File: src/rtl/my_struct_package.sv
// my_struct_package: shared types and opcodes for the L1 cache command sequencer
package my_struct_package;
  typedef enum logic [2:0] {IDLE, READ_SET, LOOKUP, BUS_REQ, BUS_WAIT, WRITE_SET, CLEAR} seq_state_t;
  typedef enum logic [1:0] {L2_READ = 2'd0, L2_WRITE = 2'd1, L2_RFO = 2'd2, L2_INVAL = 2'd3} l2_op_t;
  typedef struct packed {
    logic [3:0]  opcode;
    logic [31:0] addr;
  } command_t;
  localparam logic [3:0] OP_DREAD    = 4'd0;
  localparam logic [3:0] OP_DWRITE   = 4'd1;
  localparam logic [3:0] OP_IFETCH   = 4'd2;
  localparam logic [3:0] OP_L2_INVAL = 4'd3;
  localparam logic [3:0] OP_L2_SNOOP = 4'd4;
  localparam logic [3:0] OP_CLEAR    = 4'd8;
  localparam logic [3:0] OP_PRINT    = 4'd9;
endpackage

File: src/rtl/cache_stats_counter.sv
// cache_stats_counter: 32-bit saturating event counter with synchronous clear
module cache_stats_counter (
  input  logic        clk,
  input  logic        rst,
  input  logic        i_clr,
  input  logic        i_inc,
  output logic [31:0] o_cnt
);
  logic [31:0] r_cnt;
  always_ff @(posedge clk)
    if (rst || i_clr) r_cnt <= '0;
    else if (i_inc && r_cnt != '1) r_cnt <= r_cnt + 32'd1;
  assign o_cnt = r_cnt;
endmodule

File: src/rtl/cache_cmd_sequencer.sv
// cache_cmd_sequencer: per-command set read/lookup/L2 bus/write-back sequencing and clear sweep.
// Define CACHE_STATS_EN to build the hit/miss/read/write statistics counters.
module cache_cmd_sequencer
  import my_struct_package::*;
#(
  parameter int SET_BITS    = 14,
  parameter int OFFSET_BITS = 6
) (
  input  logic                                clk,
  input  logic                                rst,
  input  logic                                cmd_valid,
  output logic                                cmd_ready,
  input  command_t                            cmd,
  output logic [SET_BITS-1:0]                 set_index,
  output logic                                rd_en,
  output logic                                wr_en,
  output logic                                clear_en,
  input  logic                                dp_hit,
  input  logic                                dp_victim_mod,
  input  logic                                dp_victim_shared,
  input  logic [31-SET_BITS-OFFSET_BITS:0]    dp_victim_tag,
  output logic                                l2_req_valid,
  output l2_op_t                              l2_req_op,
  output logic [31:0]                         l2_req_addr,
  input  logic                                l2_req_ready,
  input  logic                                l2_done,
  output logic                                print_req,
  output logic                                busy,
  output logic [31:0]                         hit_cnt,
  output logic [31:0]                         miss_cnt,
  output logic [31:0]                         read_cnt,
  output logic [31:0]                         write_cnt
);
  localparam int TB = 32 - SET_BITS - OFFSET_BITS;
  seq_state_t r_state, w_next;
  logic [3:0] r_op;
  logic [TB-1:0] r_tag;
  logic [SET_BITS-1:0] r_set, r_clr_idx;
  l2_op_t r_q_op [2];
  logic [31:0] r_q_addr [2];
  logic [1:0] r_q_n, w_n;
  l2_op_t w_op0, w_op1, w_fill_op;
  logic [31:0] w_a0, w_a1, w_line, w_wb;
  logic r_print, w_accept, w_fill, w_unused;
  assign cmd_ready = r_state == IDLE && !rst;
  assign w_accept  = cmd_valid && cmd_ready;
  assign w_line    = {r_tag, r_set, {OFFSET_BITS{1'b0}}};
  assign w_wb      = {dp_victim_tag, r_set, {OFFSET_BITS{1'b0}}};
  assign w_fill    = !dp_hit && r_op <= OP_IFETCH;
  assign w_fill_op = r_op == OP_DWRITE ? L2_RFO : L2_READ;
  assign w_unused  = ^cmd.addr[OFFSET_BITS-1:0];
  // Bus plan: optional victim write-back always precedes the fill
  always_comb begin
    w_n = 2'd0;
    w_op0 = L2_READ;
    w_a0 = w_line;
    w_op1 = w_fill_op;
    w_a1 = w_line;
    if (w_fill) begin
      w_n = dp_victim_mod ? 2'd2 : 2'd1;
      w_op0 = dp_victim_mod ? L2_WRITE : w_fill_op;
      w_a0 = dp_victim_mod ? w_wb : w_line;
    end else if (dp_hit && r_op == OP_DWRITE && dp_victim_shared) begin
      w_n = 2'd1;
      w_op0 = L2_INVAL;
    end else if (dp_hit && r_op == OP_L2_SNOOP && dp_victim_mod) begin
      w_n = 2'd1;
      w_op0 = L2_WRITE;
      w_a0 = w_wb;
    end
  end
  always_comb begin
    w_next = r_state;
    case (r_state)
      IDLE:      if (w_accept) w_next = cmd.opcode <= OP_L2_SNOOP ? READ_SET :
                                        cmd.opcode == OP_CLEAR ? CLEAR : IDLE;
      READ_SET:  w_next = LOOKUP;
      LOOKUP:    w_next = w_n == 2'd0 ? WRITE_SET : BUS_REQ;
      BUS_REQ:   if (l2_req_ready) w_next = BUS_WAIT;
      BUS_WAIT:  if (l2_done) w_next = r_q_n > 2'd1 ? BUS_REQ : WRITE_SET;
      WRITE_SET: w_next = IDLE;
      CLEAR:     if (r_clr_idx == '1) w_next = IDLE;
      default:   w_next = IDLE;
    endcase
  end
  always_ff @(posedge clk) begin
    if (rst) begin
      r_state   <= IDLE;
      r_op      <= '0;
      r_tag     <= '0;
      r_set     <= '0;
      r_clr_idx <= '0;
      r_q_n     <= '0;
      r_q_op    <= '{L2_READ, L2_READ};
      r_q_addr  <= '{32'd0, 32'd0};
      r_print   <= 1'b0;
    end else begin
      r_state <= w_next;
      r_print <= w_accept && cmd.opcode == OP_PRINT;
      if (w_accept) begin
        r_op      <= cmd.opcode;
        r_tag     <= cmd.addr[31 -: TB];
        r_set     <= cmd.addr[OFFSET_BITS +: SET_BITS];
        r_clr_idx <= '0;
      end
      if (r_state == CLEAR) r_clr_idx <= r_clr_idx + SET_BITS'(1);
      if (r_state == LOOKUP) begin
        r_q_n       <= w_n;
        r_q_op[0]   <= w_op0;
        r_q_op[1]   <= w_op1;
        r_q_addr[0] <= w_a0;
        r_q_addr[1] <= w_a1;
      end else if (r_state == BUS_WAIT && l2_done) begin
        r_q_n       <= r_q_n - 2'd1;
        r_q_op[0]   <= r_q_op[1];
        r_q_addr[0] <= r_q_addr[1];
      end
    end
  end
  assign rd_en        = r_state == READ_SET;
  assign wr_en        = r_state == WRITE_SET || r_state == CLEAR;
  assign clear_en     = r_state == CLEAR;
  assign set_index    = r_state == CLEAR ? r_clr_idx : r_set;
  assign l2_req_valid = r_state == BUS_REQ;
  assign l2_req_op    = r_q_op[0];
  assign l2_req_addr  = r_q_addr[0];
  assign print_req    = r_print;
  assign busy         = r_state != IDLE;
`ifdef CACHE_STATS_EN
  logic w_look, w_cnt_clr;
  assign w_look    = r_state == LOOKUP && r_op <= OP_IFETCH;
  assign w_cnt_clr = w_accept && cmd.opcode == OP_CLEAR;
  cache_stats_counter u_hit (.clk, .rst, .i_clr(w_cnt_clr), .i_inc(w_look && dp_hit), .o_cnt(hit_cnt));
  cache_stats_counter u_miss (.clk, .rst, .i_clr(w_cnt_clr), .i_inc(w_look && !dp_hit), .o_cnt(miss_cnt));
  cache_stats_counter u_read (.clk, .rst, .i_clr(w_cnt_clr),
    .i_inc(r_state == LOOKUP && (r_op == OP_DREAD || r_op == OP_IFETCH)), .o_cnt(read_cnt));
  cache_stats_counter u_write (.clk, .rst, .i_clr(w_cnt_clr),
    .i_inc(r_state == LOOKUP && r_op == OP_DWRITE), .o_cnt(write_cnt));
`else
  assign hit_cnt   = '0;
  assign miss_cnt  = '0;
  assign read_cnt  = '0;
  assign write_cnt = '0;
`endif
endmodule

File: config.mk
export PLATFORM = sky130hd
export DESIGN_NAME = cache_cmd_sequencer
export DESIGN_NICKNAME = d
export VERILOG_FILES = /design/src/rtl/my_struct_package.sv /design/src/rtl/cache_stats_counter.sv /design/src/rtl/cache_cmd_sequencer.sv
export SDC_FILE = /design/constraint.sdc
export NUM_CORES = 1
export LEC_CHECK = 0
export CORE_ASPECT_RATIO = 1.4
export CORE_UTILIZATION = 47
export CTS_BUF_LIST = sky130_fd_sc_hd__clkbuf_16
export CTS_CLUSTER_SIZE = 10
export DETAILED_ROUTE_END_ITERATION = 8
export PLACE_DENSITY = 0.86
export SLEW_MARGIN = 20
export SYNTH_ARGS = -nofsm -noshare
export SYNTH_HDL_FRONTEND = slang
export SYNTH_SLANG_ARGS = --single-unit
File: constraint.sdc
create_clock -name clk -period 3.05 [get_ports clk]
set_input_delay 0.915 -clock clk [delete_from_list [all_inputs] [get_ports clk]]
set_output_delay 0.915 -clock clk [all_outputs]
set_load 0.01 [all_outputs]
==> impl_summary.txt <==
----------------------------------------------------
[Critical path]
  CP max stage cell ... sky130_fd_sc_hd__clkdlybuf4s50_1
  Launch point of the worst reg-to-reg path ... r_state[2]$_SDFFE_PP0P_
  Crit path cell chain ... inv_1 > nand3_1 > buf_4 > nand2_1 > nand2_1 > clkdlybuf4s50_1
  Cell type with the highest occurrence count on the critical path ... sky130_fd_sc_hd__nand2_1
  CP Data Required Time ... 2.13 ns
  CP Max Fanout ... 28
  Crit start category ... register
  Kind of critical path ... register to primary output
  Beginning of the critical path ... r_state[0]$_SDFFE_PP0P_
  Crit end category ... primary output
  Highest cell delay on the worst timing path ... 0.54 ns
  Worst endpoint data arrival time ... 1.99 ns

[Clock tree]
  Clock latency reported for the late side of the worst-skew pair ... 0.35 ns
  TritonCTS Buffers ... 9
  Maximum number of buffers from clock root to sink ... 2
  CTS clock-pin slew for the worst setup and hold paths ... 0.07 ns
  Total of hold buffers inserted after clock tree synthesis ... 0
  Maximum level of the CTS H-tree ... 3
  Cell at the root of the clock tree ... sky130_fd_sc_hd__clkbuf_16
  Clock sinks ... 105
  Clock tree from TritonCTS ... yes

[Floorplanning]
  Core box area ... 0.01225 mm^2
  Die H ... 134.6 um
  Die Outline Area ... 0.01301 mm^2
  Initial Util ... 48.14%
  Die Wd ... 96.68 um
  Number of top-level pins ... 239
  Total number of placement rows ... 48

[Finish]
  Number of antenna cells inserted ... 0
  Commonest cells after routing, fill and taps aside ... 148 x sky130_fd_sc_hd__nand2_1, 134 x sky130_fd_sc_hd__conb_1, 105 x sky130_fd_sc_hd__dfxtp_1
  Cell area after layout ... 0.006643 mm^2
  Area Growth Syn to Fin ... 12.62%
  Leading cell type in the layout, fill and taps excluded ... sky130_fd_sc_hd__nand2_1
  NumNets Final ... 856
  Share of final-layout standard cells stronger than drive strength 1 ... 6.102%

[Timing]
  Final critical-path required period ... 2.906 ns
  Worst setup skew after layout ... 0.006204 ns
  Setup repair after global routing missed its margin ... no
  Hold Worst Slack ... 0.4581 ns
  Fraction of the cycle the final worst path needs ... 95.27%
  Highest clock rate ... 0.3442 GHz
  Final setup violation count ... 0
  Final max-slew violation count ... 0
  Transition at the pin with the smallest max-transition slack ... 0.7169 ns
  Number of endpoints with negative hold slack in the final report ... 0
  Max-slew headroom at the worst pin ... 51.84%
  Sum of negative setup slack ... 0 ns

[Outcome]
  Outcome ... complete, no violations

[Global routing]
  Antenna violations before repair ... 0
  Number of global-route vias before repair ... 3977
  Pin count of the biggest net entering global routing ... 59
  Aggregate global routing overflow ... 0
  Aggregate global-route resource usage ... 19.07%
  First-pass GRT wire length ... 20.04 mm

[Synth]
  Synthesized flop and latch total ... 105
  Synth Area per Inst ... 7.960 um^2
  Summed instance area of the synthesized netlist ... 0.005898 mm^2
  Share of synthesized flip-flops with an asynchronous set or reset ... 0%
  Count of flip-flops with a built-in enable after synthesis ... 0
  Distinct cell type count of the synthesized netlist ... 50
  Warnings from Yosys ... 0
  Cell count after synthesis ... 741
  Synth Flop Type ... sky130_fd_sc_hd__dfxtp_1
  Proportion of synthesized chip area in sequential cells ... 35.64%

[Power and ir drop]
  Power density over cell area ... 745.1 mW/mm^2
  Leakage power figure ... 0.002842 uW
  Peak supply drop ... 0.3588 mV

[Detailed routing]
  Routed vias/inst ... 4.856
  Number of vias after detailed routing ... 4628
  Final WL ... 12.69 mm
  Routed length per placed instance ... 13.31 um
  Number of DRC violations after detailed routing ... 0
  Pre-Repair DR Iteration Count ... 4
  DR iter-0 viols ... 171
  Remaining antenna violation count ... 0

[Place]
  Sum of net half-perimeters after detailed placement ... 9.142 mm
  Instance area after placement ... 0.006297 mm^2
  Count of buffers inserted at the top-level ports ... 98
  Global placer's final weighted congestion ... 0.8870

[Hold path]
  Hold path start ... r_q_addr[20]$_SDFFE_PP0P_
  HP Class ... register to register

[Flow run]
  MaxCap Viol Count ... 0

----------------------------------------------------
[worst max-delay path: cells and delay by family (launching register included)]
kind	cells	cell delay, ns
DFF	1	0.33
and+or+nand+nor	3	0.38
buffers and inverters	3	0.93
[path summary, 6_finish.rpt]
check	end	slack, ns	depth (start not counted)
hold reg to reg	r_q_addr[20]$_SDFFE_PP0P_	0.46	2
setup / recovery	set_index[12]	0.14	6
hold / removal	r_q_addr[20]$_SDFFE_PP0P_	0.46	2
setup reg to reg	l2_req_op[1]$_SDFFE_PP0P_	0.92	6
[where the power goes]
part	internal, uW	switching, uW
sequential	1630	170
clock	656	552
combinational	867	1070
[sequential cells by signal, summed over array words and instances (netlist names)]
register     count
r_tag           12
r_q_addr        26
print_req        1
r_q_n            2
r_set           14
r_q_op           1
l2_req_addr     26
r_state          3
l2_req_op        2
r_clr_idx       14
r_op             4
[cells in the mapped netlist, types with 5 or more instances]
cell	count	area [um^2]
sky130_fd_sc_hd__a31oi_1	5	31.28
sky130_fd_sc_hd__nand3_1	10	50.05
sky130_fd_sc_hd__nor2b_1	9	56.30
sky130_fd_sc_hd__mux2i_1	28	280.3
sky130_fd_sc_hd__nand2_1	148	555.5
sky130_fd_sc_hd__nand2b_1	5	31.28
sky130_fd_sc_hd__a311oi_1	7	61.31
sky130_fd_sc_hd__buf_4	163	1224
sky130_fd_sc_hd__nor2_1	58	217.7
sky130_fd_sc_hd__nor3_1	6	30.03
sky130_fd_sc_hd__o21ai_0	12	60.06
sky130_fd_sc_hd__a21oi_1	32	160.2
sky130_fd_sc_hd__clkbuf_1	23	86.33
sky130_fd_sc_hd__dfxtp_1	105	2102
sky130_fd_sc_hd__a211oi_1	31	232.7
sky130_fd_sc_hd__buf_2	17	85.08
sky130_fd_sc_hd__nand3b_1	31	232.7
[kinds of logic (layout without fill, tap and decap cells)]
group / count (synthesis) / in the layout / synth area share (%)
AO/OA/AOI/OAI: 108 / 108 / 12.28
XOR/XNOR: 2 / 2 / 0.2970
adder cells (fa/ha/maj): 2 / 2 / 0.4242
buffers and inverters: 209 / 138 / 24.16
flip-flops: 105 / 105 / 35.64
multiplexers: 28 / 28 / 4.752
other: 1 / 134 / 0.06358
AND/OR/NAND/NOR: 286 / 286 / 22.38
[timing repair]
action                     CTS  global route
resized for setup            0             1
setup buffers                0             4
setup endpoints to repair    0             9
[per-stage QoR]
stage	setup WS [ns]	utilization, %	power, uW	cells
floorplan	0.7153	-	3286	874
global placement	0.2183	51.40	3738	933
detailed placement	0.2097	51.40	3771	933
CTS	0.03476	53.94	4990	949
global route	0.03211	54.22	5270	953
finish	0.1443	54.22	4950	953
[cell type report]
type                            instances  area (um^2)
Tap cell                              150        187.7
Timing Repair Buffer                  118         1141
Clock inverter                          7        86.33
Fill cell                            1147         5609
Sequential cell                       105         2102
Multi-Input combinational cell        560         2882
Inverter                                4        18.77
Clock buffer                            9        225.2
[routing by layer]
layer  global-route usage, %  vias to the layer above  routed length [um]
met2                   35.33                      202                6706
met5                       0                        -                   0
met1                   22.10                     2114                4994
met3                   2.692                       14                 745
met4                   7.214                        0                 240
li1                        -                     2298                   -
(Power assumes the default switching activity.)
